`config.mk`:
```
export PLATFORM = sky130hd
export DESIGN_NAME = exec_unit_mc
export DESIGN_NICKNAME = d
export VERILOG_FILES = /design/src/rtl/exec_pkg.sv /design/src/rtl/exec_unit_mc_muldiv_iter.sv /design/src/rtl/exec_unit_mc.sv
export SDC_FILE = /design/constraint.sdc
export NUM_CORES = 2
export LEC_CHECK = 0
export CAP_MARGIN = 5
export CORE_UTILIZATION = 54
export CTS_BUF_LIST = sky130_fd_sc_hd__clkbuf_2
export DETAILED_ROUTE_END_ITERATION = 6
export HOLD_SLACK_MARGIN = 0.08
export PLACE_DENSITY = 0.8
export SYNTH_ARGS = -nofsm -noshare
export SYNTH_HDL_FRONTEND = slang
export SYNTH_HIERARCHICAL = 1
export SYNTH_SLANG_ARGS = --single-unit
```
`constraint.sdc`:
```
create_clock -name clk -period 5.5 [get_ports clk]
set_clock_uncertainty 0.2 [all_clocks]
set_input_delay 0.825 -clock clk [delete_from_list [all_inputs] [get_ports clk]]
set_output_delay 0.825 -clock clk [all_outputs]
set_load 0.01 [all_outputs]
```
`src/rtl/exec_pkg.sv`:
```
// Shared definitions for the multi-cycle execute unit: opcodes, FSM state encoding and defaults.
package exec_pkg;

    localparam int DEF_WIDTH    = 32;
    localparam int DEF_REG_BITS = 5;

    localparam logic [3:0] OP_ADD   = 4'd0;
    localparam logic [3:0] OP_SUB   = 4'd1;
    localparam logic [3:0] OP_AND   = 4'd2;
    localparam logic [3:0] OP_OR    = 4'd3;
    localparam logic [3:0] OP_XOR   = 4'd4;
    localparam logic [3:0] OP_NOR   = 4'd5;
    localparam logic [3:0] OP_SLT   = 4'd6;
    localparam logic [3:0] OP_SLL   = 4'd7;
    localparam logic [3:0] OP_SRL   = 4'd8;
    localparam logic [3:0] OP_SRA   = 4'd9;
    localparam logic [3:0] OP_MULLO = 4'd10;
    localparam logic [3:0] OP_DIVU  = 4'd11;
    localparam logic [3:0] OP_REMU  = 4'd12;

    localparam logic [1:0] ST_IDLE = 2'd0;
    localparam logic [1:0] ST_BUSY = 2'd1;
    localparam logic [1:0] ST_HOLD = 2'd2;

    typedef enum logic [1:0] {
        MD_MUL  = 2'd0,
        MD_DIVU = 2'd1,
        MD_REMU = 2'd2
    } mdOp_e;

    function automatic logic isMultiCycle(input logic [3:0] op);
        return (op == OP_MULLO) || (op == OP_DIVU) || (op == OP_REMU);
    endfunction

    function automatic mdOp_e toMdOp(input logic [3:0] op);
        case (op)
            OP_DIVU: return MD_DIVU;
            OP_REMU: return MD_REMU;
            default: return MD_MUL;
        endcase
    endfunction

endpackage

```
`src/rtl/exec_unit_mc_muldiv_iter.sv`:
```
// Iterative shift-add multiplier / restoring divider, one bit per cycle.
// The first iteration is folded into the start cycle so a result is ready WIDTH-1 cycles later.
module muldiv_iter
    import exec_pkg::*;
#(
    parameter int WIDTH = DEF_WIDTH
) (
    input  logic             clk,
    input  logic             rst_n,
    input  logic             start,
    input  mdOp_e            mdOp,
    input  logic [WIDTH-1:0] opA,
    input  logic [WIDTH-1:0] opB,
    output logic             done,
    output logic [WIDTH-1:0] result
);

    localparam int CW = $clog2(WIDTH);

    logic             active;
    logic [CW-1:0]    stepCnt;
    mdOp_e            kind;
    logic [WIDTH-1:0] accRem;
    logic [WIDTH-1:0] mcandDiv;
    logic [WIDTH-1:0] mplierQuo;

    mdOp_e            srcKind;
    logic [WIDTH-1:0] srcA;
    logic [WIDTH-1:0] srcB;
    logic [WIDTH-1:0] srcC;
    logic [WIDTH-1:0] nxtA;
    logic [WIDTH-1:0] nxtB;
    logic [WIDTH-1:0] nxtC;
    logic [WIDTH:0]   shifted;
    logic             qBit;

    // A = accumulator / partial remainder, B = multiplicand / divisor, C = multiplier / dividend-quotient
    always_comb begin
        if (start) begin
            srcKind = mdOp;
            srcA    = '0;
            srcB    = (mdOp == MD_MUL) ? opA : opB;
            srcC    = (mdOp == MD_MUL) ? opB : opA;
        end else begin
            srcKind = kind;
            srcA    = accRem;
            srcB    = mcandDiv;
            srcC    = mplierQuo;
        end

        shifted = {srcA, srcC[WIDTH-1]};
        qBit    = (shifted >= {1'b0, srcB});

        if (srcKind == MD_MUL) begin
            nxtA = srcA + (srcC[0] ? srcB : '0);
            nxtB = srcB << 1;
            nxtC = srcC >> 1;
        end else begin
            // A zero divisor always "fits": quotient fills with ones, remainder ends as the dividend.
            nxtA = qBit ? (shifted[WIDTH-1:0] - srcB) : shifted[WIDTH-1:0];
            nxtB = srcB;
            nxtC = {srcC[WIDTH-2:0], qBit};
        end
    end

    always_ff @(posedge clk or negedge rst_n) begin
        if (!rst_n) begin
            active    <= 1'b0;
            stepCnt   <= '0;
            kind      <= MD_MUL;
            accRem    <= '0;
            mcandDiv  <= '0;
            mplierQuo <= '0;
        end else if (start) begin
            active    <= 1'b1;
            stepCnt   <= CW'(WIDTH - 1);
            kind      <= mdOp;
            accRem    <= nxtA;
            mcandDiv  <= nxtB;
            mplierQuo <= nxtC;
        end else if (active) begin
            if (stepCnt == '0) begin
                active <= 1'b0;
            end else begin
                stepCnt   <= stepCnt - CW'(1);
                accRem    <= nxtA;
                mcandDiv  <= nxtB;
                mplierQuo <= nxtC;
            end
        end
    end

    assign done   = active && (stepCnt == '0);
    assign result = (kind == MD_DIVU) ? mplierQuo : accRem;

endmodule

```
`src/rtl/exec_unit_mc.sv`:
```
// Execute stage with operand forwarding, single-cycle ALU, branch resolution
// and an iterative multiply/divide path behind a valid/ready handshake.
//
//   state | meaning
//   IDLE  | accepting; single-cycle results written on the accept edge
//   BUSY  | multiply/divide iterating, input stalled
//   HOLD  | multi-cycle result valid, waiting for out_ready
module exec_unit_mc
    import exec_pkg::*;
#(
    parameter int WIDTH    = DEF_WIDTH,
    parameter int REG_BITS = DEF_REG_BITS
) (
    input  logic                clk,
    input  logic                rst_n,
    input  logic                in_valid,
    output logic                in_ready,
    input  logic [WIDTH-1:0]    rd1,
    input  logic [WIDTH-1:0]    rd2,
    input  logic [WIDTH-1:0]    imm,
    input  logic [WIDTH-1:0]    pc,
    input  logic [REG_BITS-1:0] rs,
    input  logic [REG_BITS-1:0] rt,
    input  logic [REG_BITS-1:0] rd,
    input  logic                alu_src,
    input  logic [3:0]          op,
    input  logic                branch,
    input  logic                reg_write,
    input  logic [REG_BITS-1:0] mem_rd,
    input  logic                mem_wr,
    input  logic [WIDTH-1:0]    mem_res,
    input  logic [REG_BITS-1:0] wb_rd,
    input  logic                wb_wr,
    input  logic [WIDTH-1:0]    wb_val,
    output logic                out_valid,
    input  logic                out_ready,
    output logic [WIDTH-1:0]    out_res,
    output logic [REG_BITS-1:0] out_rd,
    output logic                out_wr,
    output logic                pc_src,
    output logic [WIDTH-1:0]    br_target,
    output logic                flush
);

    localparam int SHW = $clog2(WIDTH);

    logic [1:0]          state;
    logic [SHW-1:0]      busyCnt;
    logic [REG_BITS-1:0] pendRd;
    logic                pendWr;

    logic [WIDTH-1:0]    op1;
    logic [WIDTH-1:0]    op2Reg;
    logic [WIDTH-1:0]    op2;
    logic [SHW-1:0]      shamt;
    logic [WIDTH-1:0]    aluRes;

    logic                accept;
    logic                isMulti;
    logic                isBranch;
    logic                brTaken;
    logic                mdDone;
    logic [WIDTH-1:0]    mdResult;

    // Held low while reset is asserted even though the state already reads IDLE.
    assign in_ready = rst_n && (state == ST_IDLE) && (!out_valid || out_ready);
    assign accept   = in_valid && in_ready;
    assign isMulti  = isMultiCycle(op);
    assign isBranch = branch && (op == OP_SUB);
    assign brTaken  = isBranch && (aluRes == '0);

    always_comb begin
        if (mem_wr && (mem_rd == rs) && (rs != '0)) begin
            op1 = mem_res;
        end else if (wb_wr && (wb_rd == rs) && (rs != '0)) begin
            op1 = wb_val;
        end else begin
            op1 = rd1;
        end

        if (mem_wr && (mem_rd == rt) && (rt != '0)) begin
            op2Reg = mem_res;
        end else if (wb_wr && (wb_rd == rt) && (rt != '0)) begin
            op2Reg = wb_val;
        end else begin
            op2Reg = rd2;
        end

        op2   = alu_src ? imm : op2Reg;
        shamt = op2[SHW-1:0];
    end

    always_comb begin
        aluRes = '0;
        case (op)
            OP_ADD:  aluRes = op1 + op2;
            OP_SUB:  aluRes = op1 - op2;
            OP_AND:  aluRes = op1 & op2;
            OP_OR:   aluRes = op1 | op2;
            OP_XOR:  aluRes = op1 ^ op2;
            OP_NOR:  aluRes = ~(op1 | op2);
            OP_SLT:  aluRes = {{(WIDTH-1){1'b0}}, ($signed(op1) < $signed(op2))};
            OP_SLL:  aluRes = op1 << shamt;
            OP_SRL:  aluRes = op1 >> shamt;
            OP_SRA:  aluRes = $unsigned($signed(op1) >>> shamt);
            default: aluRes = '0;
        endcase
    end

    muldiv_iter #(
        .WIDTH(WIDTH)
    ) uMulDiv (
        .clk   (clk),
        .rst_n (rst_n),
        .start (accept && isMulti),
        .mdOp  (toMdOp(op)),
        .opA   (op1),
        .opB   (op2),
        .done  (mdDone),
        .result(mdResult)
    );

    always_ff @(posedge clk or negedge rst_n) begin
        if (!rst_n) begin
            state     <= ST_IDLE;
            busyCnt   <= '0;
            pendRd    <= '0;
            pendWr    <= 1'b0;
            out_valid <= 1'b0;
            out_res   <= '0;
            out_rd    <= '0;
            out_wr    <= 1'b0;
            pc_src    <= 1'b0;
            flush     <= 1'b0;
            br_target <= '0;
        end else begin
            pc_src <= 1'b0;
            flush  <= 1'b0;
            case (state)
                ST_IDLE: begin
                    if (accept && isMulti) begin
                        state     <= ST_BUSY;
                        busyCnt   <= SHW'(WIDTH - 1);
                        pendRd    <= rd;
                        pendWr    <= reg_write;
                        out_valid <= 1'b0;
                    end else if (accept) begin
                        out_valid <= 1'b1;
                        out_res   <= aluRes;
                        out_rd    <= rd;
                        out_wr    <= reg_write && !isBranch;
                        if (brTaken) begin
                            pc_src    <= 1'b1;
                            flush     <= 1'b1;
                            br_target <= pc + (imm << 2);
                        end
                    end else if (out_valid && out_ready) begin
                        out_valid <= 1'b0;
                    end
                end
                ST_BUSY: begin
                    if (busyCnt != '0) begin
                        busyCnt <= busyCnt - SHW'(1);
                    end else if (mdDone) begin
                        out_res   <= mdResult;
                        out_rd    <= pendRd;
                        out_wr    <= pendWr;
                        out_valid <= 1'b1;
                        state     <= ST_HOLD;
                    end
                end
                ST_HOLD: begin
                    if (out_ready) begin
                        out_valid <= 1'b0;
                        state     <= ST_IDLE;
                    end
                end
                default: state <= ST_IDLE;
            endcase
        end
    end

endmodule

```
==> flow_metrics.tcl, run 1 <==
set metrics [dict create \
    synthAdderAreaFrac_pct 9.612 \
    clkSinkCount 189 \
    port_buffers 303 \
    grt_usage_pct 67.36 \
    synth-compound-area-share_pct 31.32 \
    die_w_um 225.4 \
    clk_path_buf_depth 2 \
    placed_area_sq_um 38700 \
    avgSynthCellArea_sq_um 6.957 \
    worstEndpointType "register input" \
    synth_top_family_by_area "compound AO/OA/AOI/OAI gates" \
    die_h_um 225.4 \
    netlist_top_cells_area "dfrtp_1 18%, ha_1 9.2%, nand2_1 6.4%, o21ai_0 6.3%, nor2_1 6.1%" \
    synth.distinct_cells 102 \
    grt_max_degree 142 \
    worst_endpoint "br_target[27]$_DFFE_PN0P_/D" \
    num_io_pins 304 \
    synth_top_area_share_pct 17.55 \
    seq_area_frac_synth_pct 17.55 \
    cts_buffers 17 \
    syn_area_sq_um 26950 \
    gp_congestion 1.297 \
    first-error "[ERROR GRT-0232] Routing congestion too high. Check the congestion heatmap in the GUI." \
    rows 81 \
    muxShareOfSynthArea_pct 6.408 \
    yosys.area_share.simple_pct 25.14 \
    grt_overflow 4 \
    yosys.area.top_type "dfrtp_1" \
    hpwl_um 115200 \
    synth_common_cells "463 x nand2_1, 437 x nor2_1, 340 x o21ai_0" \
    initial_core_util_pct 54.93 \
    synth_edf_count 0 \
    synth-async-reset-ratio_pct 100.0 \
    synth-main-ff-cell "dfrtp_1" \
    lastStage "global routing (5_1_grt)" \
    synth_nets 4307 \
    place_ws_ns -1.933 \
    syn_inst 3873 \
    synth.most_common_cell "nand2_1" \
    synthXorXnorAreaFrac_pct 3.705 \
    htreeDepth 4 \
    synth_warnings 6 \
    cts-root-buf "clkbuf_2" \
    outcome "stopped before the end" \
    synth-seq-cells 189 \
]
==> per-stage QoR <==
| stage | setup TNS, ns | instances |
|---|---|---|
| after detailed placement | -131.40 | 5666 |
| after floorplan | -31.48 | 3873 |
| after CTS | -5.694 | 5783 |
| after global placement | -122.70 | 5666 |
==> per-layer routing <==
metal,overflow,global-route usage (%)
met5,0,19.94
met4,1,58.02
met3,0,46.69
met2,3,86.57
met1,0,71.95
==> kinds of logic after synthesis <==
kind of cell,count (synthesis)
AND/OR/NAND/NOR,1481
XOR/XNOR,114
adder cells (fa/ha/maj),204
buffers and inverters,406
flip-flops,189
multiplexers,164
AO/OA/AOI/OAI,1315
==> what timing repair did <==
item                                    CTS
gates cloned                              5
endpoints found under the setup margin   68
pin swaps                                59
buffers inserted                         75
gates resized for setup                 141
hold endpoints to repair                149
hold buffers                              9
==> inputs of run 2 (changes only) <==
--- a/config.mk
+++ b/config.mk
@@ -6,11 +6,9 @@
 export NUM_CORES = 2
 export LEC_CHECK = 0
 export CAP_MARGIN = 5
-export CORE_UTILIZATION = 54
-export CTS_BUF_LIST = sky130_fd_sc_hd__clkbuf_2
+export CORE_UTILIZATION = 40
 export DETAILED_ROUTE_END_ITERATION = 6
-export HOLD_SLACK_MARGIN = 0.08
-export PLACE_DENSITY = 0.8
+export PLACE_DENSITY_LB_ADDON = 0.15
 export SYNTH_ARGS = -nofsm -noshare
 export SYNTH_HDL_FRONTEND = slang
 export SYNTH_HIERARCHICAL = 1
==> constraint.sdc (replaced) <==
create_clock -name clk -period 7.2 [get_ports clk]
set_clock_uncertainty 0.2 [all_clocks]
set_input_delay 1.08 -clock clk [delete_from_list [all_inputs] [get_ports clk]]
set_output_delay 1.08 -clock clk [all_outputs]
set_load 0.01 [all_outputs]
==> run 2 against run 1 <==
The flow now finishes, with violations (DRC); synthesized cell count is the same; synthesized area is the same.
==> flow_metrics.tcl, run 2 <==
set metrics [dict create \
    outcome "finished with violations" \
    violations "DRC" \
    rows 94 \
    finalSetupTns_ns 0 \
    synth_edf_count 0 \
    setup_viol 0 \
    slowest_delay_ns 0.52 \
    wl_um 159900 \
    cts_buffers 17 \
    cp_data_required_time_ns 7.38 \
    timing.fmax_mhz 142.7 \
    synth-main-ff-cell "dfrtp_1" \
    muxShareOfSynthArea_pct 6.408 \
    antenna_found_initial 16 \
    final_common_cell "buf_4" \
    synth_top_area_share_pct 17.55 \
    cts-root-buf "clkbuf_16" \
    synthXorXnorAreaFrac_pct 3.705 \
    crit_path_frequent_cell "buf_4" \
    worstRegToRegCells 21 \
    reg2reg_to "uMulDiv/accRem[5]$_DFFE_PN0P_" \
    hpwl_um 126900 \
    worst_setup_path_end_kind "flip-flop" \
    seq_area_frac_synth_pct 17.55 \
    viasPerCell 6.363 \
    initial_core_util_pct 40.69 \
    cellPowerDensity_nw_per_um2 275.8 \
    fin_cells 5674 \
    synth-async-reset-ratio_pct 100.0 \
    r2r-start "state[1]$_DFFE_PN0P_" \
    slew_viol_final 0 \
    post-place-cells 5589 \
    synth_warnings 6 \
    synth.distinct_cells 102 \
    path_max_fanout 8 \
    grt_pass1_vias 33220 \
    reg2reg_slack_ns 1.60 \
    clk_path_buf_depth 2 \
    die-area_sq_um 68410 \
    gp_congestion 1.139 \
    synthAdderAreaFrac_pct 9.612 \
    max-vdd-ir-drop_uv 283.0 \
    period_needed_ns 7.009 \
    relSlewSlack_pct 26.74 \
    post-route-period-util_pct 97.35 \
    htreeDepth 4 \
    netlist_top_cells_area "dfrtp_1 18%, ha_1 9.2%, nand2_1 6.4%, o21ai_0 6.3%, nor2_1 6.1%" \
    wl_per_cell_um 28.18 \
    synth_common_cells "463 x nand2_1, 437 x nor2_1, 340 x o21ai_0" \
    drive_gt1_share_pct 23.87 \
    synth-compound-area-share_pct 31.32 \
    num_io_pins 304 \
    grt_max_degree 86 \
    min_path_type "in2async" \
    mostFrequentLayoutCells "833 x buf_4, 461 x nand2_1, 423 x nor2_1" \
    die_h_um 261.5 \
    synth-seq-cells 189 \
    synth.most_common_cell "nand2_1" \
    clkSinkCount 189 \
    critPathArrivalTime_ns 7.19 \
    hold_viol_final 0 \
    die_w_um 261.5 \
    drtPass1Iterations 7 \
    avgSynthCellArea_sq_um 6.957 \
    drtIter0Drc 5179 \
    synth_nets 4307 \
    grt_overflow 0 \
    cp-start-kind "input pin" \
    critical-path-slowest-cell "or4b_4" \
    syn_inst 3873 \
    clk_latency_ns 0.52 \
    cts_tree "done" \
    leakage_nw 16.94 \
    worst_pin_slew_ns 1.099 \
    syn2layout_area_growth_pct 41.86 \
    cap_violations 0 \
    drt.antenna.violating_nets 0 \
    yosys.area.top_type "dfrtp_1" \
    worstSetupPathType "in2reg" \
    grt_pass1_wl_um 228000 \
    grt_setup_unrepaired "no" \
    vias 36100 \
    synth_top_family_by_area "compound AO/OA/AOI/OAI gates" \
    drt_drc_violations_left 3 \
    grt_usage_pct 45.52 \
    coreArea_sq_um 66220 \
    syn_area_sq_um 26950 \
    final_nets 5223 \
    yosys.area_share.simple_pct 25.14 \
    clkTransAtPathRegs_ns 0.11 \
    port_buffers 303 \
]
==> run 2: cell counts after synthesis <==
Identical to the previous run, type by type.
==> run 2: what timing repair did <==
action	CTS	global route
pin swaps	28	64
buffers inserted	21	23
resized for setup	86	129
hold buffers	0	0
endpoints found under the setup margin	33	33
cloned	4	1
==> run 2: worst max path at each step <==
stage | start | to | slack (ns)
after floorplan | wb_rd[2] | br_target[10]$_DFFE_PN0P_ | 0.008
after global placement | rt[2] | flush$_DFF_PN0_ | -0.99
after detailed placement | rt[2] | br_target[12]$_DFFE_PN0P_ | -1.07
after CTS | wb_wr | br_target[23]$_DFFE_PN0P_ | 0.03
after global routing | wb_rd[2] | br_target[13]$_DFFE_PN0P_ | 0.007
final | wb_rd[1] | br_target[13]$_DFFE_PN0P_ | 0.19
==> run 2: routing by layer <==
layer	track usage, %	share of wire [%]	wire length [um]	vias up
met5	0	0.065	104	-
met2	66.65	41	65610	2306
met4	23.84	6.3	10010	14
li1	-	-	-	16100
met1	61.31	41	65650	17170
met3	11.35	12	18510	510
==> run 2: logic make-up after synthesis <==
group	Yosys count
AO/OA/AOI/OAI	1315
AND/OR/NAND/NOR	1481
XOR/XNOR	114
buffers and inverters	406
multiplexers	164
adder cells (fa/ha/maj)	204
flip-flops	189
==> run 2: layout make-up <==
| cell class | instances | area (sq um) |
|---|---|---|
| fillers | 6444 | 27990 |
| multi-input cells | 3278 | 21410 |
| repair buffers | 1173 | 9878 |
| flip-flops and latches | 189 | 4730 |
| well taps | 864 | 1081 |
| inverters | 130 | 493.0 |
| clock buffers | 17 | 425.4 |
| clock inverters | 15 | 186.4 |
| diodes | 8 | 20.02 |
==> run 2: stage by stage <==
stage	utilization [%]	worst slack (ns)	area, sq um	hold slack, ns	power [mW]
after floorplan	-	0.008218	26960	0.2334	6.124
after global placement	54.86	-0.9895	36330	0.2444	9.022
after detailed placement	54.86	-1.066	36330	0.2511	9.085
after CTS	56.71	0.03486	37550	0.2081	10.25
after global routing	57.72	0.007109	38220	0.2412	11.18
final	57.73	0.1908	38220	0.2330	10.54
==> run 2: critical path: cells and delay by family <==
kind / cells / cell delay [ns]
buffers and inverters: 10 / 1.56
XOR/XNOR: 1 / 0.18
AND/OR/NAND/NOR: 11 / 2.30
AO/OA/AOI/OAI: 6 / 1.32
multiplexers: 1 / 0.34
adder cells (fa/ha/maj): 1 / 0.39
==> run 2: power breakdown <==
group / internal (mW) / total, mW / switching, mW / leakage [nW]
clock network: 0.475 / 1.05 / 0.580 / 0.295
logic: 3.23 / 7.75 / 4.52 / 14.3
registers: 1.45 / 1.73 / 0.287 / 2.32
Power figures use the tool's default switching activity.
